File: src/rtl/cpu_pkg.sv
// Shared constants for the execute stage: default widths, opcode encoding
// and the stage FSM state type.
package cpu_pkg;

  localparam int unsigned DATA_W_DEF = 4;
  localparam int unsigned NREGS_DEF  = 4;
  localparam int unsigned OC_W_DEF   = 3;

  // ALU opcode encoding (3-bit, matches the external ALU)
  localparam logic [2:0] OC_ADD = 3'd0;
  localparam logic [2:0] OC_SUB = 3'd1;
  localparam logic [2:0] OC_MUL = 3'd2;
  localparam logic [2:0] OC_DIV = 3'd3;
  localparam logic [2:0] OC_NOT = 3'd4;
  localparam logic [2:0] OC_XOR = 3'd5;
  localparam logic [2:0] OC_OR  = 3'd6;
  localparam logic [2:0] OC_AND = 3'd7;

  typedef enum logic [1:0] {
    ST_IDLE = 2'd0,
    ST_EXEC = 2'd1,
    ST_DONE = 2'd2
  } state_e;

endpackage

File: src/rtl/cpu_regfile.sv
// Register file: NREGS x DATA_W, two asynchronous read ports, one synchronous
// write port, synchronous active-high clear.
//   clk, rst           clock / synchronous reset (clears every entry)
//   raddr_a_i/rdata_a_o read port A
//   raddr_b_i/rdata_b_o read port B
//   we_i, waddr_i, wdata_i  write port
// Indices at or beyond NREGS read as zero and drop writes.
module cpu_regfile #(
  parameter int unsigned DATA_W = 4,
  parameter int unsigned NREGS  = 4,
  parameter int unsigned IDX_W  = $clog2(NREGS)
) (
  input  logic              clk,
  input  logic              rst,
  input  logic [IDX_W-1:0]  raddr_a_i,
  output logic [DATA_W-1:0] rdata_a_o,
  input  logic [IDX_W-1:0]  raddr_b_i,
  output logic [DATA_W-1:0] rdata_b_o,
  input  logic              we_i,
  input  logic [IDX_W-1:0]  waddr_i,
  input  logic [DATA_W-1:0] wdata_i
);

  logic [DATA_W-1:0] mem_q [NREGS];

  // Asynchronous reads with out-of-range guard
  always_comb begin
    rdata_a_o = '0;
    rdata_b_o = '0;
    if (32'(raddr_a_i) < NREGS) rdata_a_o = mem_q[raddr_a_i];
    if (32'(raddr_b_i) < NREGS) rdata_b_o = mem_q[raddr_b_i];
  end

  // Synchronous write / clear
  always_ff @(posedge clk) begin
    if (rst) begin
      for (int unsigned i = 0; i < NREGS; i++) begin
        mem_q[i] <= '0;
      end
    end else if (we_i && (32'(waddr_i) < NREGS)) begin
      mem_q[waddr_i] <= wdata_i;
    end
  end

endmodule

File: src/rtl/alu_exec_stage.sv
// Execute stage around an external combinational ALU. Accepts a register-form
// instruction over valid/ready, snapshots operands from the internal register
// file, drives the ALU for one cycle, writes the result back to rd and
// presents result/flags downstream over valid/ready.
//   clk, rst                 clock / synchronous active-high reset
//   in_valid/in_ready        instruction handshake (in_oc, in_rd, in_rs1, in_rs2)
//   ld_en/ld_addr/ld_data    external register load, honoured in IDLE only
//   alu_oc/alu_a/alu_b       registered drive to the ALU; alu_f its result
//   out_valid/out_ready      result handshake (out_result, out_rd, flag_z, flag_dz)
module alu_exec_stage
  import cpu_pkg::*;
#(
  parameter int unsigned DATA_W = DATA_W_DEF,
  parameter int unsigned NREGS  = NREGS_DEF,
  parameter int unsigned OC_W   = OC_W_DEF
) (
  input  logic                      clk,
  input  logic                      rst,
  input  logic                      in_valid,
  output logic                      in_ready,
  input  logic [OC_W-1:0]           in_oc,
  input  logic [$clog2(NREGS)-1:0]  in_rd,
  input  logic [$clog2(NREGS)-1:0]  in_rs1,
  input  logic [$clog2(NREGS)-1:0]  in_rs2,
  input  logic                      ld_en,
  input  logic [$clog2(NREGS)-1:0]  ld_addr,
  input  logic [DATA_W-1:0]         ld_data,
  output logic [OC_W-1:0]           alu_oc,
  output logic [DATA_W-1:0]         alu_a,
  output logic [DATA_W-1:0]         alu_b,
  input  logic [DATA_W-1:0]         alu_f,
  output logic                      out_valid,
  input  logic                      out_ready,
  output logic [DATA_W-1:0]         out_result,
  output logic [$clog2(NREGS)-1:0]  out_rd,
  output logic                      flag_z,
  output logic                      flag_dz
);

  localparam int unsigned IDX_W = $clog2(NREGS);

  state_e            state_q, state_d;
  logic [OC_W-1:0]   oc_q, oc_d;
  logic [IDX_W-1:0]  rd_q, rd_d;
  logic [DATA_W-1:0] a_q, a_d;
  logic [DATA_W-1:0] b_q, b_d;
  logic              out_valid_q, out_valid_d;
  logic [DATA_W-1:0] out_result_q, out_result_d;
  logic [IDX_W-1:0]  out_rd_q, out_rd_d;
  logic              flag_z_q, flag_z_d;
  logic              flag_dz_q, flag_dz_d;

  logic [DATA_W-1:0] rf_rdata_a, rf_rdata_b;
  logic              rf_we;
  logic [IDX_W-1:0]  rf_waddr;
  logic [DATA_W-1:0] rf_wdata;

  cpu_regfile #(
    .DATA_W (DATA_W),
    .NREGS  (NREGS),
    .IDX_W  (IDX_W)
  ) u_regfile (
    .clk       (clk),
    .rst       (rst),
    .raddr_a_i (in_rs1),
    .rdata_a_o (rf_rdata_a),
    .raddr_b_i (in_rs2),
    .rdata_b_o (rf_rdata_b),
    .we_i      (rf_we),
    .waddr_i   (rf_waddr),
    .wdata_i   (rf_wdata)
  );

  assign in_ready = (state_q == ST_IDLE) && !rst;

  // Write-port mux: ALU writeback in EXEC, external load only while IDLE
  always_comb begin
    rf_we    = 1'b0;
    rf_waddr = ld_addr;
    rf_wdata = ld_data;
    if (state_q == ST_EXEC) begin
      rf_we    = 1'b1;
      rf_waddr = rd_q;
      rf_wdata = alu_f;
    end else if ((state_q == ST_IDLE) && ld_en) begin
      rf_we    = 1'b1;
    end
  end

  // Next-state and latch updates
  always_comb begin
    state_d      = state_q;
    oc_d         = oc_q;
    rd_d         = rd_q;
    a_d          = a_q;
    b_d          = b_q;
    out_valid_d  = out_valid_q;
    out_result_d = out_result_q;
    out_rd_d     = out_rd_q;
    flag_z_d     = flag_z_q;
    flag_dz_d    = flag_dz_q;
    case (state_q)
      ST_IDLE: begin
        if (in_valid && in_ready) begin
          // Operand snapshot uses pre-load register values
          oc_d    = in_oc;
          rd_d    = in_rd;
          a_d     = rf_rdata_a;
          b_d     = rf_rdata_b;
          state_d = ST_EXEC;
        end
      end
      ST_EXEC: begin
        out_result_d = alu_f;
        out_rd_d     = rd_q;
        flag_z_d     = (alu_f == '0);
        flag_dz_d    = (oc_q == OC_W'(OC_DIV)) && (b_q == '0);
        out_valid_d  = 1'b1;
        state_d      = ST_DONE;
      end
      ST_DONE: begin
        if (out_ready) begin
          out_valid_d = 1'b0;
          state_d     = ST_IDLE;
        end
      end
      default: state_d = ST_IDLE;
    endcase
  end

  always_ff @(posedge clk) begin
    if (rst) begin
      state_q      <= ST_IDLE;
      oc_q         <= '0;
      rd_q         <= '0;
      a_q          <= '0;
      b_q          <= '0;
      out_valid_q  <= 1'b0;
      out_result_q <= '0;
      out_rd_q     <= '0;
      flag_z_q     <= 1'b0;
      flag_dz_q    <= 1'b0;
    end else begin
      state_q      <= state_d;
      oc_q         <= oc_d;
      rd_q         <= rd_d;
      a_q          <= a_d;
      b_q          <= b_d;
      out_valid_q  <= out_valid_d;
      out_result_q <= out_result_d;
      out_rd_q     <= out_rd_d;
      flag_z_q     <= flag_z_d;
      flag_dz_q    <= flag_dz_d;
    end
  end

  assign alu_oc     = oc_q;
  assign alu_a      = a_q;
  assign alu_b      = b_q;
  assign out_valid  = out_valid_q;
  assign out_result = out_result_q;
  assign out_rd     = out_rd_q;
  assign flag_z     = flag_z_q;
  assign flag_dz    = flag_dz_q;

endmodule
File: config.mk
export PLATFORM = sky130hd
export DESIGN_NAME = alu_exec_stage
export DESIGN_NICKNAME = d
export VERILOG_FILES = /design/src/rtl/cpu_pkg.sv /design/src/rtl/cpu_regfile.sv /design/src/rtl/alu_exec_stage.sv
export SDC_FILE = /design/constraint.sdc
export NUM_CORES = 1
export LEC_CHECK = 0
export CAP_MARGIN = 10
export CORE_MARGIN = 2
export CORE_UTILIZATION = 45
export CTS_BUF_LIST = sky130_fd_sc_hd__clkbuf_8
export CTS_CLUSTER_SIZE = 20
export DETAILED_ROUTE_END_ITERATION = 10
export GPL_TIMING_DRIVEN = 0
export PLACE_DENSITY = 0.74
export SKIP_LAST_GASP = 1
export SLEW_MARGIN = 20
export SYNTH_ARGS = -nofsm -noshare
export SYNTH_HDL_FRONTEND = slang
export SYNTH_SLANG_ARGS = --single-unit
File: constraint.sdc
create_clock -name clk -period 2.1 [get_ports clk]
set_clock_uncertainty 0.05 [all_clocks]
set_input_delay 0.63 -clock clk [delete_from_list [all_inputs] [get_ports clk]]
set_output_delay 0.63 -clock clk [all_outputs]
set_load 0.05 [all_outputs]
Yosys cells after proc, flatten, opt, wreduce, memory -nomap -nowiden
Memories as Yosys holds them, arrays and structs flattened. A register that Yosys moved wholly into a read port is not among the register bits.
Index checks and enable logic that the tools add are counted.
{ "totals": {"inputBits": 24, "word_cells": 44, "out_inout_bits": 21, "regBits": 16, "ramBits": 16, "memories": 1} }
{ "mem_list": {"columns": ["name", "words", "word_bits", "rd", "rd_clocked_by_memory_dff", "write_ports", "line_no", "rtl"], "rows": [
  ["u_regfile.mem_q", 4, 4, 2, 2, 4, "cpu_regfile.sv:24", "logic [DATA_W-1:0] mem_q [NREGS];"]
]} }
{ "classes": {"muxes": 17, "eq_ne": 5, "reduce_logical": 13} }
{ "ops": {"columns": ["cell", "count"], "rows": [
  ["two-way mux 1 bit", 9],
  ["zero test 4 bit", 2],
  ["two-way mux 2 bit", 4],
  ["two-way mux 4 bit", 2],
  ["one-hot mux 2 bit (3 select lines)", 1],
  ["AND reduction 2 bit", 3],
  ["logical AND 1 bit", 4],
  ["OR reduction 4 bit", 1],
  ["== test 3 x 2 -> 1 bit (second input constant)", 1],
  ["== test 2 x 1 -> 1 bit (second input constant)", 1],
  ["== test 2 bit (second input constant)", 1],
  ["zero test 2 bit", 1],
  ["inequality test 2 x 1 -> 1 bit (second input constant)", 1],
  ["inequality test 2 bit (second input constant)", 1],
  ["one-hot mux 1 bit (2 select lines)", 1],
  ["nonzero test 2 bit", 1],
  ["zero test 1 bit", 1]
]} }

Longest topological paths before layout
Gate-level depths: netlist of the first run.
{ "depth": {"word_depth": 9, "ltp_mapped": 6, "mapped_depth_nobuf": 3} }

Cells and area by module
A second synthesis of the first run with hierarchy kept.
{ "unflattened": {"hier_cells": 174, "hier_area_um2": 1818.0} }
{ "modules_own_cells": {"columns": ["module", "area_per_inst_um2", "n_inst", "cells_each", "seq_area_each_um2"], "rows": [
  ["alu_exec_stage", 938.4, 1, 124, 480.5],
  ["cpu_regfile", 879.6, 1, 50, 480.5]
]} }

Worst setup path after synthesis of the first run
Ideal clock, no wire load.
{ "synth_timing": {"kind": "input port to output port", "start": "input port rst", "end": "output port in_ready", "required_time_ns": 1.420, "cell_stages": 4, "slack_ns": -0.427, "arrival_time_ns": 1.847, "path_buffers": 2, "path_cell_list": "buf_2 -> or2_2 -> clkbuf_1 -> nor2_1"} }
{ "synth_via": {"elab_chain_len": 2} }
{ "synth_lines": {"columns": ["element", "line_no", "rtl"], "rows": [
  ["from (decl)", "alu_exec_stage.sv:18", "input logic rst,"],
  ["zero test 1 bit", "alu_exec_stage.sv:74", "assign in_ready = (state_q == ST_IDLE) && !rst;"],
  ["logical AND 1 bit", "alu_exec_stage.sv:74", null],
  ["to (decl)", "alu_exec_stage.sv:20", "output logic in_ready,"]
]} }
Every way passes these cells.

Final worst setup path of the first run
{ "layout_timing": {"start": "register state_q[1]", "end": "output port in_ready"} }
{ "layout_via": {"elab_chain_len": 2} }
{ "layout_lines": {"columns": ["element", "line_no", "rtl"], "rows": [
  ["from (decl)", "alu_exec_stage.sv:42", "state_e state_q, state_d;"],
  ["from (signal assigned)", "alu_exec_stage.sv:144", "state_q <= state_d;"],
  ["zero test 2 bit", "alu_exec_stage.sv:74", null],
  ["logical AND 1 bit", "alu_exec_stage.sv:74", null]
]} }
Every way passes these cells.

==> flow_summary.json, run 1 <==
{
  "outcome": "complete, but fails checks",
  "violations": "setup timing",
  "cp.required_ps": 1420,
  "cts_made_buffers": 5,
  "clockBufferDepth": 2,
  "tns_ps": -72.2,
  "grt_util_all_layers_pct": 21.8,
  "finalNetCount": 263,
  "yosys_most_used_dff": "dfxtp_1",
  "io_pins": 45,
  "core-area_um2": 4030,
  "htree_levels": 2,
  "slew_viol_final": 0,
  "first_global_vias": 1517,
  "vias": 1602,
  "fmaxAchievable_mhz": 460,
  "overflow": 0,
  "first_pass_iters": 4,
  "syn_nets": 213,
  "critical_path_class": "reg -> out",
  "synth_common_cells": "nand2_1 (37), dfxtp_1 (24), a21oi_1 (22)",
  "antennaDiodeCount": 0,
  "globalplace.congestion": 0.911,
  "synthTopCellsByArea": "dfxtp_1 (25%), edfxtp_1 (25%), mux4_2 (9.5%), nand2_1 (7.3%), a21oi_1 (5.8%)",
  "area_delta_synth_final_pct": 31.7,
  "drive_above_1_share_pct": 15.0,
  "cts_tree": "yes",
  "synth.most_common_cell": "nand2_1",
  "ys_ff_latch": 40,
  "worst_pin_slew_ps": 540,
  "cp-start-kind": "flop",
  "setup_viol": 1,
  "yosys_warnings": 0,
  "drcViolationCount": 0,
  "die_y_um": 68.9,
  "hp-class": "reg -> reg",
  "min_period_ps": 2170,
  "fillers": 361,
  "critPathSlowestCell": "dfxtp_1",
  "synth_edf_count": 16,
  "drtAntennaViolNets": 0,
  "cap_violations": 0,
  "cts_setup_buffers": 0,
  "slew_headroom_pct": 63.8,
  "first_iter_violations": 103,
  "syn_avg_cell_area_um2": 10.0,
  "powerDensity_nw_per_um2": 694,
  "yosysSeqAreaShare_pct": 50.6,
  "min_period_over_period_pct": 103,
  "routed_wl_mm": 4.49,
  "power.total_mw": 1.73,
  "cp_max_fo": 10,
  "wl_per_cell_um": 15.5,
  "antenna_found_initial": 0,
  "syn_area_um2": 1900,
  "cp_slowest_stage_delay_ps": 300,
  "cp.arrival_ps": 1490,
  "yosysTopAreaCell": "dfxtp_1",
  "hold_violations": 0,
  "dp_hpwl_mm": 3.35,
  "initial_core_util_pct": 47.1,
  "path_clk_slew_ps": 80,
  "cts-root-buf": "clkbuf_8",
  "die-area_um2": 4750,
  "vdd_drop_max_v": 0.000357,
  "fin_ws_ps": -72.2,
  "numClockSinks": 40,
  "die_x_um": 68.9,
  "port_buffers": 43,
  "p_leak_nw": 0.971,
  "yosysTopAreaCellShare_pct": 25.3,
  "cp-end-kind": "output pin",
  "syn_inst": 189,
  "rsz0062_at_grt": "yes",
  "crit_chain": "buf_2, or2_4, clkbuf_8, nor2_4, buf_4",
  "grt_pass1_wl_mm": 7.30,
  "vias_per_cell": 5.52,
  "hold_buffers": 0,
  "clk_latency_ps": 300,
  "grt_max_degree": 14,
  "rows": 23,
  "yosysUniqueCellTypes": 29,
  "synth-async-reset-ratio_pct": 0
}
==> layout make-up <==
type	count	area, µm²	share of cell area (%)
plain buffers	13	75.1	3.00
clock buffers	5	68.8	2.75
clock inverters	3	16.3	0.651
inverters	2	7.51	0.300
multi-input cells	134	903	36.1
flip-flops and latches	40	961	38.4
well taps	50	62.6	2.50
repair buffers	43	405	16.2
==> sequential cells by signal, summed over array words and instances (netlist names) <==
register and count:
out_result 4, flag_dz 1, u_regfile.mem_q 16, state_q 2, flag_z 1, alu_a 4, out_valid 1, alu_b 4
out_rd 2, alu_oc 3, rd_q 2
==> per-layer routing <==
metal  wire [µm]  global-route usage [%]  vias up
li1            -                       -      779
met1        1980                    28.7      739
met2        2070                    33.7       72
met3         305                    5.03       12
met4         135                    10.8        0
met5           0                       0        -
==> placed cells by master, fill, tap and decap left out, drive strengths merged, types with 2 or more instances in the layout <==
master,n
nand3,12
buf,9
dfxtp,24
nand3b,8
nor2b,7
dlygate4sd2,20
a31oi,2
inv,3
clkbuf,10
edfxtp,16
clkdlybuf4s50,21
nor2,7
nand2,37
mux2i,6
o21ai,11
or4,2
mux4,8
a21oi,22
==> power breakdown <==
part           internal, mW  switching (mW)
logic                 0.142           0.210
registers             0.856          0.0264
clock network         0.227           0.273
==> worst max-delay path, delay by kind of cell (launching register included) <==
kind | cells | cell delay [ps]
AND/OR/NAND/NOR | 2 | 360
buffers and inverters | 3 | 540
flip-flops | 1 | 300
==> per-stage QoR <==
stage / worst slack, ps / util, % / hold slack (ps) / instance area [µm²] / instances
final: -72.2 / 62.0 / 407 / 2500 / 290
after global routing: -106 / 62.0 / 430 / 2500 / 290
after CTS: -75.9 / 61.8 / 410 / 2490 / 290
after detailed placement: -611 / 60.2 / 401 / 2420 / 282
after global placement: -610 / 60.2 / 391 / 2420 / 282
after floorplan: 32.5 / - / 415 / 1930 / 189
==> worst paths after layout <==
path                            from                                   to  slack, ps  cells past startpoint
max          state_q[1]$_SDFFE_PP0P_                             in_ready        -70                      5
min            alu_a[2]$_SDFFE_PP0P_                alu_a[2]$_SDFFE_PP0P_        410                      2
max reg2reg  state_q[1]$_SDFFE_PP0P_  u_regfile.mem_q[0][0]$_SDFFCE_PN0P_        180                      5
min reg2reg    alu_a[2]$_SDFFE_PP0P_                alu_a[2]$_SDFFE_PP0P_        410                      2
==> cells by family (layout without fill, tap and decap cells) <==
group	after synthesis	count (layout)	share of synthesized area (%)
AOI/OAI and AO/OA	37	37	10.2
and+or+nand+nor	82	82	22.5
buffers and inverters	15	66	3.43
DFF	40	40	50.6
muxes	15	15	13.2
==> timing repair <==
item | 4_1_cts | 5_1_grt
endpoints found under the setup margin | 40 | 17
gates resized for setup | 28 | 6
pin swaps | 1 | 2
No activity file was read; power rests on OpenSTA's default activity.
==> inputs of run 2 (changes only) <==
- HOLD_SLACK_MARGIN: default -> 0.02
==> results of run 2 <==
Final layout, timing and power as in run 1 (identical DEF).
